--- config.mk ---
export PLATFORM = sky130hd
export DESIGN_NAME = imm_extend_pipe
export DESIGN_NICKNAME = d
export VERILOG_FILES = /design/src/rtl/imm_pkg.sv /design/src/rtl/imm_extend_core.sv /design/src/rtl/imm_extend_pipe.sv
export SDC_FILE = /design/constraint.sdc
export NUM_CORES = 1
export LEC_CHECK = 0
export ABC_AREA = 1
export CAP_MARGIN = 20
export CELL_PAD_IN_SITES_DETAIL_PLACEMENT = 0
export CELL_PAD_IN_SITES_GLOBAL_PLACEMENT = 1
export CORE_ASPECT_RATIO = 1.2
export CORE_MARGIN = 2
export CORE_UTILIZATION = 40
export CTS_BUF_LIST = sky130_fd_sc_hd__clkbuf_8
export DETAILED_ROUTE_END_ITERATION = 8
export PLACE_DENSITY_LB_ADDON = 0.05
export SLEW_MARGIN = 40
export SYNTH_ARGS = -nofsm -noshare
export SYNTH_HDL_FRONTEND = slang
export SYNTH_SLANG_ARGS = --single-unit
--- constraint.sdc ---
create_clock -name clk -period 4.4 [get_ports clk]
set_input_delay 0.66 -clock clk [delete_from_list [all_inputs] [get_ports clk]]
set_output_delay 0.66 -clock clk [all_outputs]
set_load 0.005 [all_outputs]
--- src/rtl/imm_pkg.sv ---
// Shared mode encodings and default widths for the immediate extender.
package imm_pkg;

  typedef enum logic [1:0] {
    IMM_ZEXT     = 2'd0,
    IMM_SEXT     = 2'd1,
    IMM_SEXT_SEL = 2'd2,
    IMM_SEXT_SHL = 2'd3
  } imm_mode_e;

  localparam int IMM_IN_W = 10;
  localparam int DATA_W   = 16;

endpackage

--- src/rtl/imm_extend_core.sv ---
// Combinational immediate extension: zero/sign/selected-bit sign extension and
// sign-extend-then-shift with signed overflow detection.
module imm_extend_core
  import imm_pkg::*;
#(
  parameter int IN_W  = IMM_IN_W,
  parameter int OUT_W = DATA_W,
  parameter int SHIFT = 1,
  parameter int MSB_W = $clog2(IN_W)
) (
  input  logic [IN_W-1:0]  data,
  input  logic [1:0]       mode,
  input  logic [MSB_W-1:0] msb,
  output logic [OUT_W-1:0] ext,
  output logic             ovf
);

  localparam int KW = $clog2(IN_W);
  localparam int WW = (OUT_W > IN_W + SHIFT) ? OUT_W : IN_W + SHIFT;

  logic [KW-1:0]           k;
  logic [OUT_W-1:0]        upper;
  logic signed [WW-1:0]    wide;
  logic signed [OUT_W-1:0] trunc;
  logic signed [WW-1:0]    back;

  always_comb begin
    // Sign position: top bit for mode 1, clamped runtime index for mode 2.
    if (imm_mode_e'(mode) == IMM_SEXT_SEL && 32'(msb) <= IN_W - 1) k = KW'(msb);
    else                                                         k = KW'(IN_W - 1);
    upper = {OUT_W{1'b1}} << k << 1;

    // Exact shifted value lives in WW bits; overflow if it does not survive truncation.
    wide  = WW'($signed(data));
    wide  = wide <<< SHIFT;
    trunc = wide[OUT_W-1:0];
    back  = WW'(trunc);

    ext = '0;
    ovf = 1'b0;
    unique case (imm_mode_e'(mode))
      IMM_ZEXT:     ext = OUT_W'(data);
      IMM_SEXT,
      IMM_SEXT_SEL: ext = (OUT_W'(data) & ~upper) | (data[k] ? upper : '0);
      IMM_SEXT_SHL: begin
        ext = trunc;
        ovf = (back != wide);
      end
      default:      ext = '0;
    endcase
  end

endmodule

--- src/rtl/imm_extend_pipe.sv ---
// Pipelined immediate extender: output register plus one skid register so a
// stalled consumer never drops or duplicates an item; in_ready is a flop.
module imm_extend_pipe
  import imm_pkg::*;
#(
  parameter int IN_W  = IMM_IN_W,
  parameter int OUT_W = DATA_W,
  parameter int SHIFT = 1,
  parameter int MSB_W = $clog2(IN_W)
) (
  input  logic             clk,
  input  logic             rst,
  input  logic             in_valid,
  output logic             in_ready,
  input  logic [IN_W-1:0]  in_data,
  input  logic [1:0]       in_mode,
  input  logic [MSB_W-1:0] in_msb,
  output logic             out_valid,
  input  logic             out_ready,
  output logic [OUT_W-1:0] out_data,
  output logic             out_ovf
);

  logic [OUT_W-1:0] ext;
  logic             ovf;

  imm_extend_core #(
    .IN_W (IN_W),
    .OUT_W(OUT_W),
    .SHIFT(SHIFT),
    .MSB_W(MSB_W)
  ) u_core (
    .data(in_data),
    .mode(in_mode),
    .msb (in_msb),
    .ext (ext),
    .ovf (ovf)
  );

  logic             or_vld_q, or_vld_d;
  logic [OUT_W-1:0] or_data_q, or_data_d;
  logic             or_ovf_q, or_ovf_d;
  logic             sk_vld_q, sk_vld_d;
  logic [OUT_W-1:0] sk_data_q, sk_data_d;
  logic             sk_ovf_q, sk_ovf_d;
  logic             acc, drn;

  assign acc = in_valid & ~sk_vld_q;
  assign drn = or_vld_q & out_ready;

  always_comb begin
    or_vld_d  = or_vld_q;
    or_data_d = or_data_q;
    or_ovf_d  = or_ovf_q;
    sk_vld_d  = sk_vld_q;
    sk_data_d = sk_data_q;
    sk_ovf_d  = sk_ovf_q;
    if (drn && sk_vld_q) begin
      // Skid full means in_ready is low, so no accept can coincide here.
      or_data_d = sk_data_q;
      or_ovf_d  = sk_ovf_q;
      sk_vld_d  = 1'b0;
    end else if (drn || !or_vld_q) begin
      or_vld_d = acc;
      if (acc) begin
        or_data_d = ext;
        or_ovf_d  = ovf;
      end
    end else if (acc) begin
      sk_vld_d  = 1'b1;
      sk_data_d = ext;
      sk_ovf_d  = ovf;
    end
  end

  always_ff @(posedge clk) begin
    if (rst) begin
      or_vld_q  <= 1'b0;
      or_data_q <= '0;
      or_ovf_q  <= 1'b0;
      sk_vld_q  <= 1'b0;
      sk_data_q <= '0;
      sk_ovf_q  <= 1'b0;
    end else begin
      or_vld_q  <= or_vld_d;
      or_data_q <= or_data_d;
      or_ovf_q  <= or_ovf_d;
      sk_vld_q  <= sk_vld_d;
      sk_data_q <= sk_data_d;
      sk_ovf_q  <= sk_ovf_d;
    end
  end

  assign in_ready  = ~sk_vld_q;
  assign out_valid = or_vld_q;
  assign out_data  = or_data_q;
  assign out_ovf   = or_ovf_q;

endmodule

---- Yosys cells after proc, flatten, opt, wreduce, memory -nomap -nowiden ----
Cells that the tools add are included.
word-level totals
  flip-flop bits (word level) ............. 35
  input port bits ......................... 20
  output and inout bits ................... 19
  logic and storage cells ................. 43
cells by class
  $lt $le $gt $ge ......................... 2
  equal/unequal tests ..................... 3
  shift-type cells ........................ 1
  multiplexer cells ....................... 11
  bitwise operators ....................... 8
  reductions and logical operators ........ 13
operators with widths
  operator                                                                       count
  16-bit two-way mux                                                             4
  16-bit case mux with 3 select lines                                            1
  10-bit by 16-bit AND with 16-bit output                                        1
  16-bit NOT                                                                     1
  16-bit bitwise OR                                                              1
  16-bit by 4-bit << shifter with 15-bit output (first input constant)           1
  2-bit AND reduction                                                            3
  4-bit by 5-bit less-than comparator with 1-bit output (second input constant)  1
  1-bit binary-select mux with 4-bit select                                      1
  2-bit == test (second input constant)                                          2
  4-bit less-or-equal comparator (second input constant)                         1
  1-bit two-way mux                                                              4
  4-bit two-way mux                                                              1
  2-bit nonzero test                                                             2
  2-bit OR reduction                                                             2
  1-bit NOT                                                                      3
  3-bit AND reduction                                                            1
  1-bit AND                                                                      2
  2-bit by 1-bit == test with 1-bit output (second input constant)               1
  1-bit logical AND                                                              2
  2-bit logical NOT                                                              1
  1-bit logical NOT                                                              1
  1-bit logical OR                                                               1

---- Longest topological paths before layout ----
  depth after elaboration ................. 11
  depth in mapped cells ................... 17
  gate-level depth less buffers ........... 16

---- Cells and area by module ----
Synthesis repeated with hierarchy kept, for this count alone.
unflattened totals
  cell total of the unflattened synthesis .. 384
  area, all modules ....................... 2362.3 sq um
modules (own cells, without submodules)
  module           instances  cells each  area each (sq um)  sequential area each (sq um)
  imm_extend_pipe  1          268         1712.9             720.7
  imm_extend_core  1          116         649.4              0.0

---- Least setup slack after synthesis ----
OpenSTA, ideal clock, no wires.
  path kind ............................... input to register
  from .................................... input port in_mode[0]
  to ...................................... register or_data_q[5] (netlist: out_data[5])
  setup time .............................. 0.132 ns
  arrival ................................. 1.916 ns
  data required time ...................... 4.268 ns
  path slack .............................. 2.352 ns
  stages on the path ...................... 12
  path buffers ............................ 1
  path through ............................ inv_1 ha_1 buf_2 nand2_1 inv_1 o21ai_0 a21oi_1 nand2_1 o211ai_1 nand2_1 nand3_1 a21oi_1
on the way
  cells in the longest elaborated chain, start to end .. 11
  elaborated cells between the ends (all ways) .. 18
  those cells by class .................... 3 x eq/ne; 1 x shift; 8 x mux; 3 x bitwise; 3 x reduce/logical
RTL lines
  what                                                                                                               line                                          RTL
  start: declaration                                                                                                 imm_extend_pipe.sv:16                         input logic [1:0] in_mode,
  2-bit == test                                                                                                      imm_extend_core.sv:29, imm_extend_core.sv:41
  1-bit logical AND                                                                                                  imm_extend_core.sv:29                         if (imm_mode_e'(mode) == IMM_SEXT_SEL && 32'(msb) <= IN_W - 1) k = KW'(msb);
  4-bit two-way mux                                                                                                  imm_extend_core.sv:29
  1-bit binary-select mux with 4-bit select / 16-bit by 4-bit << shifter with 15-bit output (equally long branches)  imm_extend_core.sv:44, imm_extend_core.sv:31
  1-bit two-way mux (not written as such) / 16-bit NOT (equally long branches)                                       imm_extend_core.sv:44                         IMM_SEXT_SEL: ext = (OUT_W'(data) & ~upper) | (data[k] ? upper : '0);
  16-bit two-way mux / 10-bit by 16-bit AND with 16-bit output (equally long branches)                               imm_extend_core.sv:44
  16-bit bitwise OR                                                                                                  imm_extend_core.sv:44
  16-bit case mux with 3 select lines *                                                                              imm_extend_core.sv:41                         unique case (imm_mode_e'(mode))
  16-bit two-way mux *                                                                                               imm_extend_pipe.sv:65                         if (acc) begin
  16-bit two-way mux *                                                                                               imm_extend_pipe.sv:63                         end else if (drn || !or_vld_q) begin
  16-bit two-way mux *                                                                                               imm_extend_pipe.sv:58                         if (drn && sk_vld_q) begin
  end signal: assignment                                                                                             imm_extend_pipe.sv:86                         or_data_q <= or_data_d;
  end: declaration                                                                                                   imm_extend_pipe.sv:41                         logic [OUT_W-1:0] or_data_q, or_data_d;
Mark *: on every way between the ends. The rest lies on a longest branch, timed or not. The select of a mux whose other input is x is not followed.
A chain may end at the register's enable or synchronous reset.

---- Worst setup path in the final report ----
  from .................................... input port in_mode[1]
  to ...................................... register or_data_q[5] (netlist: out_data[5])
Same word-level chain as after synthesis.

==> out/qor.yml <==
status:
  status: "finished, final reports clean"
clock_network:
  ctsHoldBuffers: 0
  clock_sinks: 34
  post_cts_buffers: 0
  clockBufferDepth: 2
  cts-root-buf: "clkbuf_8"
  post_cts_resized: 0
  tritoncts: "done"
  clk_latency_ns: 0.28
  numCtsBuffers: 5
  h-tree-depth: 2
  clkSlewWorstSetupHoldPaths_ns: 0.07
finish:
  multi_input_area_um2: 1020
  layout-drive-gt1-share_pct: 8.65
  nFillCells: 501
  syn2layout_area_growth_pct: 26.7
  diodes: 0
  nets: 334
  final_cell_mix: "55 x nand2_1, 46 x a21oi_1, 42 x inv_1"
  fin_util_pct: 52.8
  regArea_um2: 681
  final_common_cell: "nand2_1"
timing:
  fin_tns_setup_ns: 0
  slew_violations: 0
  max_slew_margin_pct: 61.0
  hold_violations: 0
  fin_skew_ns: 0.00685
  final-setup-viol-count: 0
  clock.fmax_ghz: 0.386
  worst_pin_slew_ns: 0.584
  timing.final.crit_share_pct: 58.8
  rsz0062_at_grt: "false"
  min_period_ns: 2.59
power:
  power.total_w: 0.000758
  max-vdd-ir-drop_mv: 0.166
  power_density_nw_per_um2: 312
  leakagePower_nw: 1.05
global_route:
  grt_start_max_net_pins: 25
  grt_pass1_vias: 1729
  track_usage_pct: 19.9
  grt_pass1_wl_mm: 8.29
  overflow: 0
  antenna_found_initial: 0
synth:
  yosys_register_bits: 34
  syn_area_per_cell_um2: 6.92
  synth_warnings: 0
  syn_inst: 277
  synth_nets: 300
  synth_cell_types: 28
  syn_area_um2: 1920
  yosysSeqAreaShare_pct: 35.5
placed_design:
  detailed_place_hpwl_mm: 3.59
  gp_congestion: 0.970
  io_buffers: 37
detailed_routing:
  post_drt_wl_per_cell_um: 12.8
  drc: 0
  wl_mm: 4.74
  vias: 1838
  ant_nets: 0
  drt-pass1-iter-count: 4
  vias_per_cell: 4.97
  drtIter0Drc: 89
floorplanning:
  num_io_pins: 39
  die-height_um: 79.8
  rows: 27
  start_util_pct: 41.7
  die_area_um2: 5360
  die_x_um: 67.2
  core_um2: 4590
worst_hold_path:
  hold_class: "flop to flop"
worst_setup_path:
  worst_ep_arrival_time_ns: 2.73
  crit_chain: "clkdlybuf4s50_1, ha_1, nand2_1, inv_1, o21ai_0, a21oi_1, nand2_1, o211ai_1, nand2_1, nand3_1, a21oi_1"
  path_class: "input pin to flop"
  cpMaxStageDelayCell: "clkdlybuf4s50_1"
  endpoint_kind: "flop"
  cp-start-kind: "input pin"
  crit_required_ns: 4.55
  critPathMaxFanout: 8
  max_stage_delay_ns: 0.51
  cpMostUsedCell: "nand2_1"
run:
  cap_violations: 0
-- where the power goes --
group | total [W] | internal (W) | switching [W]
clock network | 0.000272 | 0.000165 | 0.000107
logic | 0.000154 | 0.0000707 | 0.0000831
registers | 0.000332 | 0.000324 | 0.00000831
-- sequential cells by signal, summed over array words and instances (netlist names) --
name       cells
out_valid      1
sk_vld_q       1
sk_data_q     16
out_data      16
-- area by class of cell --
type	count	area share, %
tap	58	2.99
multi-input combinational	187	42.0
clock buffer	5	2.84
timing repair buffer	40	16.0
clock inverter	3	1.55
inverter	43	6.65
sequential	34	28.0
-- path summary, 6_finish.rpt --
| check | startpoint | to | slack [ns] | cells past startpoint |
|---|---|---|---|---|
| setup / recovery | in_mode[1] | out_data[5]$_SDFFE_PP0P_ | 1.81 | 11 |
| hold / removal | out_data[0]$_SDFFE_PP0P_ | out_data[0]$_SDFFE_PP0P_ | 0.44 | 2 |
| setup reg to reg | sk_vld_q$_SDFFE_PP0P_ | out_data[3]$_SDFFE_PP0P_ | 2.40 | 7 |
| hold reg to reg | out_data[0]$_SDFFE_PP0P_ | out_data[0]$_SDFFE_PP0P_ | 0.44 | 2 |
-- worst max-delay path, delay by kind of cell --
kind / cells / cell delay, ns
simple gates: 4 / 0.44
buf+inv: 2 / 0.70
compound gates: 4 / 0.60
fa+ha+maj: 1 / 0.34
-- synth_stat cells, drive strengths merged --
cell	instances	area, um^2
a211oi	1	7.51
a21oi	47	239
a22o	13	114
a31oi	2	12.5
buf	4	21.3
clkbuf	9	33.8
clkinv	2	7.51
conb	1	3.75
dfxtp	34	681
ha	3	37.5
inv	41	154
nand2	61	259
nand3	21	125
nand4	4	25.0
nor2	7	26.3
o211ai	2	15.0
o21ai	21	128
o31ai	1	7.51
or2	3	18.8
-- metal layers --
metal	up-vias	part of all wire [%]	routed length, um	GRT usage [%]
met5	-	0	0	0
met3	8	2.7	127	2.68
li1	989	-	-	-
met1	806	47	2200	25.5
met2	35	49	2320	33.5
met4	0	1.8	86	7.35
-- per-stage QoR --
step / hold WS, ns / std cells / area [um^2] / setup slack [ns]
floorplan: 0.440 / 277 / 1920 / 2.35
global placement: 0.432 / 362 / 2330 / 1.58
detailed placement: 0.437 / 362 / 2320 / 1.54
CTS: 0.448 / 370 / 2430 / 1.82
global route: 0.470 / 370 / 2430 / 1.63
finish: 0.443 / 370 / 2430 / 1.81
-- cell families after synthesis --
| family | Yosys count | share of synthesized area (%) |
|---|---|---|
| AO/OA/AOI/OAI | 87 | 27.3 |
| AND/OR/NAND/NOR | 96 | 23.7 |
| flip-flops | 34 | 35.5 |
| adder cells (fa/ha/maj) | 3 | 1.96 |
| other | 1 | 0.196 |
| buffers and inverters | 56 | 11.3 |
(Power assumes the default switching activity.)
